$ cat src/rtl/hazard_stall_ctrl.sv
// Decode-stage hazard controller: E/M/W destination shadow pipeline, RAW and HI/LO stall logic.
// Optional macro HAZARD_STATS_EN adds a free-running 32-bit stall-cycle counter on stall_count.
module hazard_stall_ctrl #(
   parameter int MULT_CYCLES = 5,
   parameter int DIV_CYCLES  = 10
) (
   input  logic        clk,
   input  logic        reset_n,
   input  logic [4:0]  D_rs,
   input  logic [4:0]  D_rt,
   input  logic [1:0]  D_Tuse1,
   input  logic [1:0]  D_Tuse2,
   input  logic [1:0]  D_Tnew,
   input  logic [4:0]  D_wa,
   input  logic        D_md_use,
   input  logic        D_md_start,
   input  logic        D_md_div,
   output logic        stall,
   output logic [4:0]  E_wa,
   output logic [4:0]  M_wa,
   output logic [4:0]  W_wa,
   output logic [1:0]  E_Tnew,
   output logic [1:0]  M_Tnew,
   output logic        md_busy,
   output logic [31:0] stall_count
);

   localparam int MAX_CYCLES = (DIV_CYCLES > MULT_CYCLES) ? DIV_CYCLES : MULT_CYCLES;
   localparam int CNT_W      = $clog2(MAX_CYCLES + 1);

   logic [4:0]       e_wa_r;
   logic [1:0]       e_tnew_r;
   logic             e_md_start_r;
   logic             e_md_div_r;
   logic [4:0]       m_wa_r;
   logic [1:0]       m_tnew_r;
   logic [4:0]       w_wa_r;
   logic [CNT_W-1:0] md_cnt_r;
   logic             stall_rs_s;
   logic             stall_rt_s;
   logic             stall_md_s;
   logic             md_busy_s;
   logic             stall_s;

   function automatic logic [1:0] sat_dec(input logic [1:0] x);
      sat_dec = (x == 2'd0) ? 2'd0 : x - 2'd1;
   endfunction

   // A producer still further from its result than the consumer's deadline cannot be forwarded.
   function automatic logic raw_hit(input logic [4:0] addr, input logic [1:0] tuse,
                                    input logic [4:0] ewa, input logic [1:0] etnew,
                                    input logic [4:0] mwa, input logic [1:0] mtnew);
      raw_hit = (addr != 5'd0) && (tuse != 2'd3) &&
                (((ewa == addr) && (etnew > tuse)) || ((mwa == addr) && (mtnew > tuse)));
   endfunction

   // Hazard detection and stall combine.
   always_comb begin
      stall_rs_s = raw_hit(D_rs, D_Tuse1, e_wa_r, e_tnew_r, m_wa_r, m_tnew_r);
      stall_rt_s = raw_hit(D_rt, D_Tuse2, e_wa_r, e_tnew_r, m_wa_r, m_tnew_r);
      md_busy_s  = e_md_start_r | (md_cnt_r != {CNT_W{1'b0}});
      stall_md_s = D_md_use & md_busy_s;
      stall_s    = stall_rs_s | stall_rt_s | stall_md_s;
   end

   // Shadow pipeline advance; a stalled D instruction leaves a bubble in E.
   always_ff @(posedge clk) begin
      if (!reset_n) begin
         e_wa_r       <= 5'd0;
         e_tnew_r     <= 2'd0;
         e_md_start_r <= 1'b0;
         e_md_div_r   <= 1'b0;
         m_wa_r       <= 5'd0;
         m_tnew_r     <= 2'd0;
         w_wa_r       <= 5'd0;
      end else begin
         if (stall_s) begin
            e_wa_r       <= 5'd0;
            e_tnew_r     <= 2'd0;
            e_md_start_r <= 1'b0;
            e_md_div_r   <= 1'b0;
         end else begin
            e_wa_r       <= D_wa;
            e_tnew_r     <= D_Tnew;
            e_md_start_r <= D_md_start;
            e_md_div_r   <= D_md_div;
         end
         m_wa_r   <= e_wa_r;
         m_tnew_r <= sat_dec(e_tnew_r);
         w_wa_r   <= m_wa_r;
      end
   end

   // Mult/div busy countdown, loaded as the launching instruction leaves E.
   always_ff @(posedge clk) begin
      if (!reset_n) begin
         md_cnt_r <= {CNT_W{1'b0}};
      end else if (e_md_start_r) begin
         md_cnt_r <= e_md_div_r ? CNT_W'(DIV_CYCLES) : CNT_W'(MULT_CYCLES);
      end else if (md_cnt_r != {CNT_W{1'b0}}) begin
         md_cnt_r <= md_cnt_r - {{(CNT_W-1){1'b0}}, 1'b1};
      end else begin
         md_cnt_r <= md_cnt_r;
      end
   end

`ifdef HAZARD_STATS_EN
   logic [31:0] stall_count_r;

   // Stall-cycle statistics counter, wraps naturally.
   always_ff @(posedge clk) begin
      if (!reset_n) begin
         stall_count_r <= 32'd0;
      end else if (stall_s) begin
         stall_count_r <= stall_count_r + 32'd1;
      end else begin
         stall_count_r <= stall_count_r;
      end
   end

   assign stall_count = stall_count_r;
`else
   assign stall_count = 32'd0;
`endif

   assign stall   = stall_s;
   assign md_busy = md_busy_s;
   assign E_wa    = e_wa_r;
   assign E_Tnew  = e_tnew_r;
   assign M_wa    = m_wa_r;
   assign M_Tnew  = m_tnew_r;
   assign W_wa    = w_wa_r;

endmodule

$ cat config.mk
export PLATFORM = sky130hd
export DESIGN_NAME = hazard_stall_ctrl
export DESIGN_NICKNAME = d
export VERILOG_FILES = /design/src/rtl/hazard_stall_ctrl.sv
export SDC_FILE = /design/constraint.sdc
export NUM_CORES = 1
export LEC_CHECK = 0
export CAP_MARGIN = 20
export CORE_MARGIN = 2
export CORE_UTILIZATION = 40
export DETAILED_ROUTE_END_ITERATION = 8
export PLACE_DENSITY = 0.78
export SETUP_SLACK_MARGIN = 0.5
export SYNTH_ARGS = -nofsm -noshare
export SYNTH_HDL_FRONTEND = slang
export SYNTH_SLANG_ARGS = --single-unit
$ cat constraint.sdc
create_clock -name clk -period 2.46 [get_ports clk]
set_input_delay 0.492 -clock clk [delete_from_list [all_inputs] [get_ports clk]]
set_output_delay 0.492 -clock clk [all_outputs]
set_load 0.05 [all_outputs]
# After elaboration in Yosys (flattened, before gate mapping)
# Index checks and enable logic that the tools add are counted.
word_totals:
  word_cells: 45
  in_bits: 26
  register_bits: 25
  out_inout_bits: 53
op_classes:
  reduce_logical: 17
  n_mux: 3
  n_bitwise: 5
  order_cmp: 4
  eq_ne: 6
  addsub: 2
op_table:
  columns: ["op", "count"]
  rows:
  - ["equality test 5 bit", 4]
  - ["2-to-1 mux 4 bit", 3]
  - ["nonzero test 5 bit", 2]
  - ["> comparator 2 bit", 4]
  - ["logical AND 1 bit", 8]
  - ["!= test 2 bit (second input constant)", 2]
  - ["nonzero test 4 bit", 1]
  - ["OR reduction 2 bit", 2]
  - ["subtractor 4 x 1 -> 4 bit (second input constant)", 1]
  - ["OR 1 bit", 3]
  - ["logical NOT 2 bit", 1]
  - ["logical OR 1 bit", 2]
  - ["nonzero test 2 bit", 1]
  - ["subtractor 2 x 1 -> 2 bit (second input constant)", 1]
  - ["bitwise AND 1 bit", 1]
  - ["inverter 1 bit", 1]

# Logic depth before layout (Yosys ltp)
logic_depth:
  word_depth: 7
  ltp_mapped: 8
  mapped_depth_nobuf: 7

# Worst setup path after synthesis
# OpenSTA, ideal clock, no wires.
synth_timing:
  path_kind: "register -> output"
  startpoint: "reg e_tnew_r[0] (netlist: E_Tnew[0])"
  endpoint: "out stall"
  setup_slack_ps: -114
  t_arrival_ps: 2082
  path_stages_with_launch: 9
  required_ps: 1968
  n_path_buf: 1
  path_cell_list: "dfxtp_1 inv_1 ha_1 nand2_1 nand4_1 nor4_1 o221a_1 buf_6 or3_4"
synth_via:
  elab_chain_cells: 6
  elab_cells_between_ends: 10
synth_lines:
  columns: ["element", "line", "source"]
  rows:
  - ["from (decl)", "32", "logic [1:0] e_tnew_r;"]
  - ["from (signal assigned)", "84", "e_tnew_r <= D_Tnew;"]
  - ["> comparator 2 bit", "54", "(((ewa == addr) && (etnew > tuse)) || ((mwa == addr) && (mtnew > tuse)));"]
  - ["logical AND 1 bit", "54", null]
  - ["logical OR 1 bit", "54", null]
  - ["logical AND 1 bit", "53", "raw_hit = (addr != 5'd0) && (tuse != 2'd3) &&"]
  - ["OR 1 bit (*) (2 in series)", "63", "stall_s = stall_rs_s | stall_rt_s | stall_md_s;"]
  - ["to (decl)", "18", "output logic stall,"]
# Every way passes the cells marked *; elsewhere a longest branch is shown, timed or not.

# Worst setup path in the final report
layout_timing:
  startpoint: "in D_Tuse2[1]"
  endpoint: "out stall"
layout_via:
  elab_chain_cells: 6
  elab_cells_between_ends: 10
layout_lines:
  columns: ["element", "line", "source"]
  rows:
  - ["from (decl)", "12", "input logic [1:0] D_Tuse2,"]
  - ["> comparator 2 bit", "54", null]
  - ["logical AND 1 bit", "54", null]
  - ["logical OR 1 bit", "54", null]
  - ["logical AND 1 bit (*)", "53", null]
  - ["OR 1 bit (*) (2 in series)", "63", null]
# Marked as above.

==> key figures <==
Timing
  • Setup Viol. Count Final: 1
  • Final Cycle Share: 102%
  • Final hold vios: 0
  • WHS: 0.538 ns
  • Final WS setup: -0.0408 ns
  • FMAX: 400 MHz
  • Post-route minimum period: 2.50 ns
  • RSZ-0062 raised after global routing: true
  • Setup Skew: 0.00329 ns
  • Actual slew at the worst max-slew pin: 0.716 ns
  • Final Max Tran Viols: 0
  • Relative slew margins: 52.1%

Min path
  • Hold path startpoint: E_wa[4]$_SDFF_PP0_
  • Hold path cells: 1
  • HP Class: flop to flop

Layout
  • Cell area after layout: 2210 µm²
  • ANT cells: 0
  • Synth-to-layout area growth: 41.5%
  • Multi-input gate area: 1020 µm²
  • Storage element area: 515 µm²
  • Nets: 276
  • Share of cells above drive strength 1: 26.5%
  • Filler Cell Count: 334

Floorplanning
  • Initial core utilization: 42.1%
  • IO Count: 79
  • Die Outline Area: 4430 µm²
  • Num rows: 22
  • Core area: 3720 µm²
  • Die width: 66.6 µm
  • Die H: 66.6 µm

Synthesis
  • Count of unique library cells instantiated by Yosys: 25
  • Ys Warns: 0
  • Sequential area share after synthesis: 32.0%
  • Synth area leader: dfxtp_1
  • Synth Cell Area: 1570 µm²
  • Syn avg cell area: 8.74 µm²
  • Top-area cell type share of the netlist area: 32.0%
  • Main area contributors after synthesis: dfxtp_1, buf_4, ha_1
  • Synth Register Bits: 25
  • Synth Instances: 179

Worst setup path
  • CP Data Arrival Time: 2.01 ns
  • CP endpoint kind: output port
  • Critical path class: input port to output port
  • Critical Path Start: D_Tuse2[1]
  • Origin of the critical flop-to-flop path: E_Tnew[0]$_SDFF_PP0_
  • Worst-path fanout max: 2
  • Worst EP required: 1.97 ns
  • CP startpoint kind: input port
  • FF-to-FF path depth: 9

Routing
  • Routed wire length: 3.45 mm
  • Routed length per instance: 12.0 µm
  • Iteration-0 DRC Markers: 46
  • Vias: 1,291
  • Drt first pass iters: 4
  • Final antenna-violating net count: 0
  • DR DRC count: 0
  • Via-per-instance ratio: 4.51

Clock tree
  • Clock sinks: 25
  • Htree depth: 1
  • Root buffer cell: clkbuf_8
  • Worst-skew pair later-pin latency: 0.27 ns
  • Bufs on Longest Clock Path: 2
  • CTS tree: yes
  • CTS Buf Count: 3
  • Reg clk slew, reported paths: 0.08 ns

Job
  • Max cap viols: 0

Power and ir drop
  • Power Density: 766 nW/µm²
  • Worst vdd ir: 408 µV
  • Leakage: 0.00102 µW

Place
  • HPWL Detailed: 2.68 mm
  • Port buffer count: 46
  • Placed Area: 2050 µm²
  • GP Congestion: 0.823

Global routing
  • Initial antenna violation count: 0
  • Vias in the first global route: 1,199
  • Total grt overflow: 0
  • Largest net degree at the start of global routing: 25
  • Global-route wire length before repair: 5.33 mm
  • Total Routing Usage GR: 16.2%

Status
  • Outcome: finished, violations left
  • Failing checks: setup timing
-- cell usage in the layout, fill, tap and decap left out, drive strengths merged --
master         synthesis  routed
xor2                   8       8
clkdlybuf4s15          0       2
nand2                 16      16
buf                   35      27
ha                    11      11
inv                   11      11
clkinv                 0       1
and2                  13      13
o21a                   4       4
nor2b                  1       1
nand4                  4       4
a211oi                 1       1
nand2b                 2       2
dlygate4sd2            0      13
nor3                   3       3
a21oi                  4       4
o221a                  2       2
dfxtp                 25      25
xnor2                 15      15
clkbuf                 2       3
nor4                  13      13
or4                    2       2
dlymetal6s2s           0       2
clkdlybuf4s50          0      17
or3                    1       1
conb                   1      32
nor2                   5       5
-- Yosys cell counts --
cell type   n
xnor2_1    15
inv_1      11
buf_1       1
a21oi_1     4
clkbuf_1    2
or3_4       1
nor3_1      3
ha_1       11
and2_1     13
nor2_1      5
xor2_1      8
nor4_1     13
o221a_1     1
buf_6       2
o221a_2     1
dfxtp_1    25
nor2b_1     1
conb_1      1
buf_4      32
nand2b_1    2
a211oi_1    1
nand4_1     4
or4_1       2
nand2_1    16
o21a_1      4
-- flip-flops by register name, indices dropped and copies added (netlist names) --
name and count:
E_wa 5, M_wa 5, W_wa 5, md_cnt_r 4, E_Tnew 2, M_Tnew 2, e_md_div_r 1, e_md_start_r 1
-- final timing paths --
path	to	slack [ns]
max	stall	-0.04
max reg2reg	E_wa[2]$_SDFF_PP0_	0.63
min reg2reg	M_wa[4]$_SDFF_PN0_	0.54
min	M_wa[4]$_SDFF_PN0_	0.54
-- worst max-delay path, cell delays in order --
cell     delay [ns]
buf_2          0.11
inv_2          0.09
ha_4           0.21
a21oi_2        0.17
nor4_2         0.07
o221a_4        0.30
or3_4          0.41
buf_12         0.16
-- area by class of cell --
cell class | count | share of cell area, %
inverters | 11 | 2.09
repair buffers | 61 | 23.8
multi-input cells | 137 | 46.0
well taps | 48 | 2.71
clock buffers | 3 | 1.86
flip-flops and latches | 25 | 23.3
clock inverters | 1 | 0.226
-- power breakdown --
part           internal [µW]  switching [µW]
clock                    113             124
sequential               476            70.9
combinational            356             557
-- kinds of logic (layout without fill, tap and decap cells) --
group,after synthesis,after routing,share of synthesized area (%)
and+or+nand+nor,60,60,20.9
buffers and inverters,48,76,20.1
DFF,25,25,32.0
xor gates and xnor gates,23,23,12.9
adders and majority gates,11,11,8.79
AOI/OAI and AO/OA,11,11,5.12
other,1,32,0.240
-- what timing repair did --
action / 4_1_cts / 5_1_grt
buffers inserted: 4 / 1
hold buffers: 0 / 0
endpoints found under the setup margin: 21 / 4
resized for setup: 84 / 3
hold endpoints to repair: 0 / 0
pin swaps: 17 / 2
-- routing by layer --
layer / wire (µm) / GRT usage, % / vias to the layer above
met1: 1460 / 18.5 / 581
met5: 0 / 0 / -
met2: 1700 / 29.4 / 53
li1: - / - / 652
met4: 62 / 6.89 / 0
met3: 224 / 2.70 / 5
-- through the flow --
stage | worst slack (ns) | power [µW] | util, % | instances | setup TNS, ns
2_1_floorplan | 0.114 | 1220 | - | 210 | 0
4_1_cts | 0.00801 | 1700 | 58.9 | 285 | 0
5_1_grt | -0.0668 | 1800 | 59.6 | 286 | -0.0668
6_report | -0.0408 | 1700 | 59.6 | 286 | -0.0408
3_5_place_dp | -0.432 | 1430 | 55.1 | 277 | -0.435
3_3_place_gp | -0.398 | 1410 | 55.1 | 277 | -0.398
Note: power is estimated with default switching activity, not from simulation.
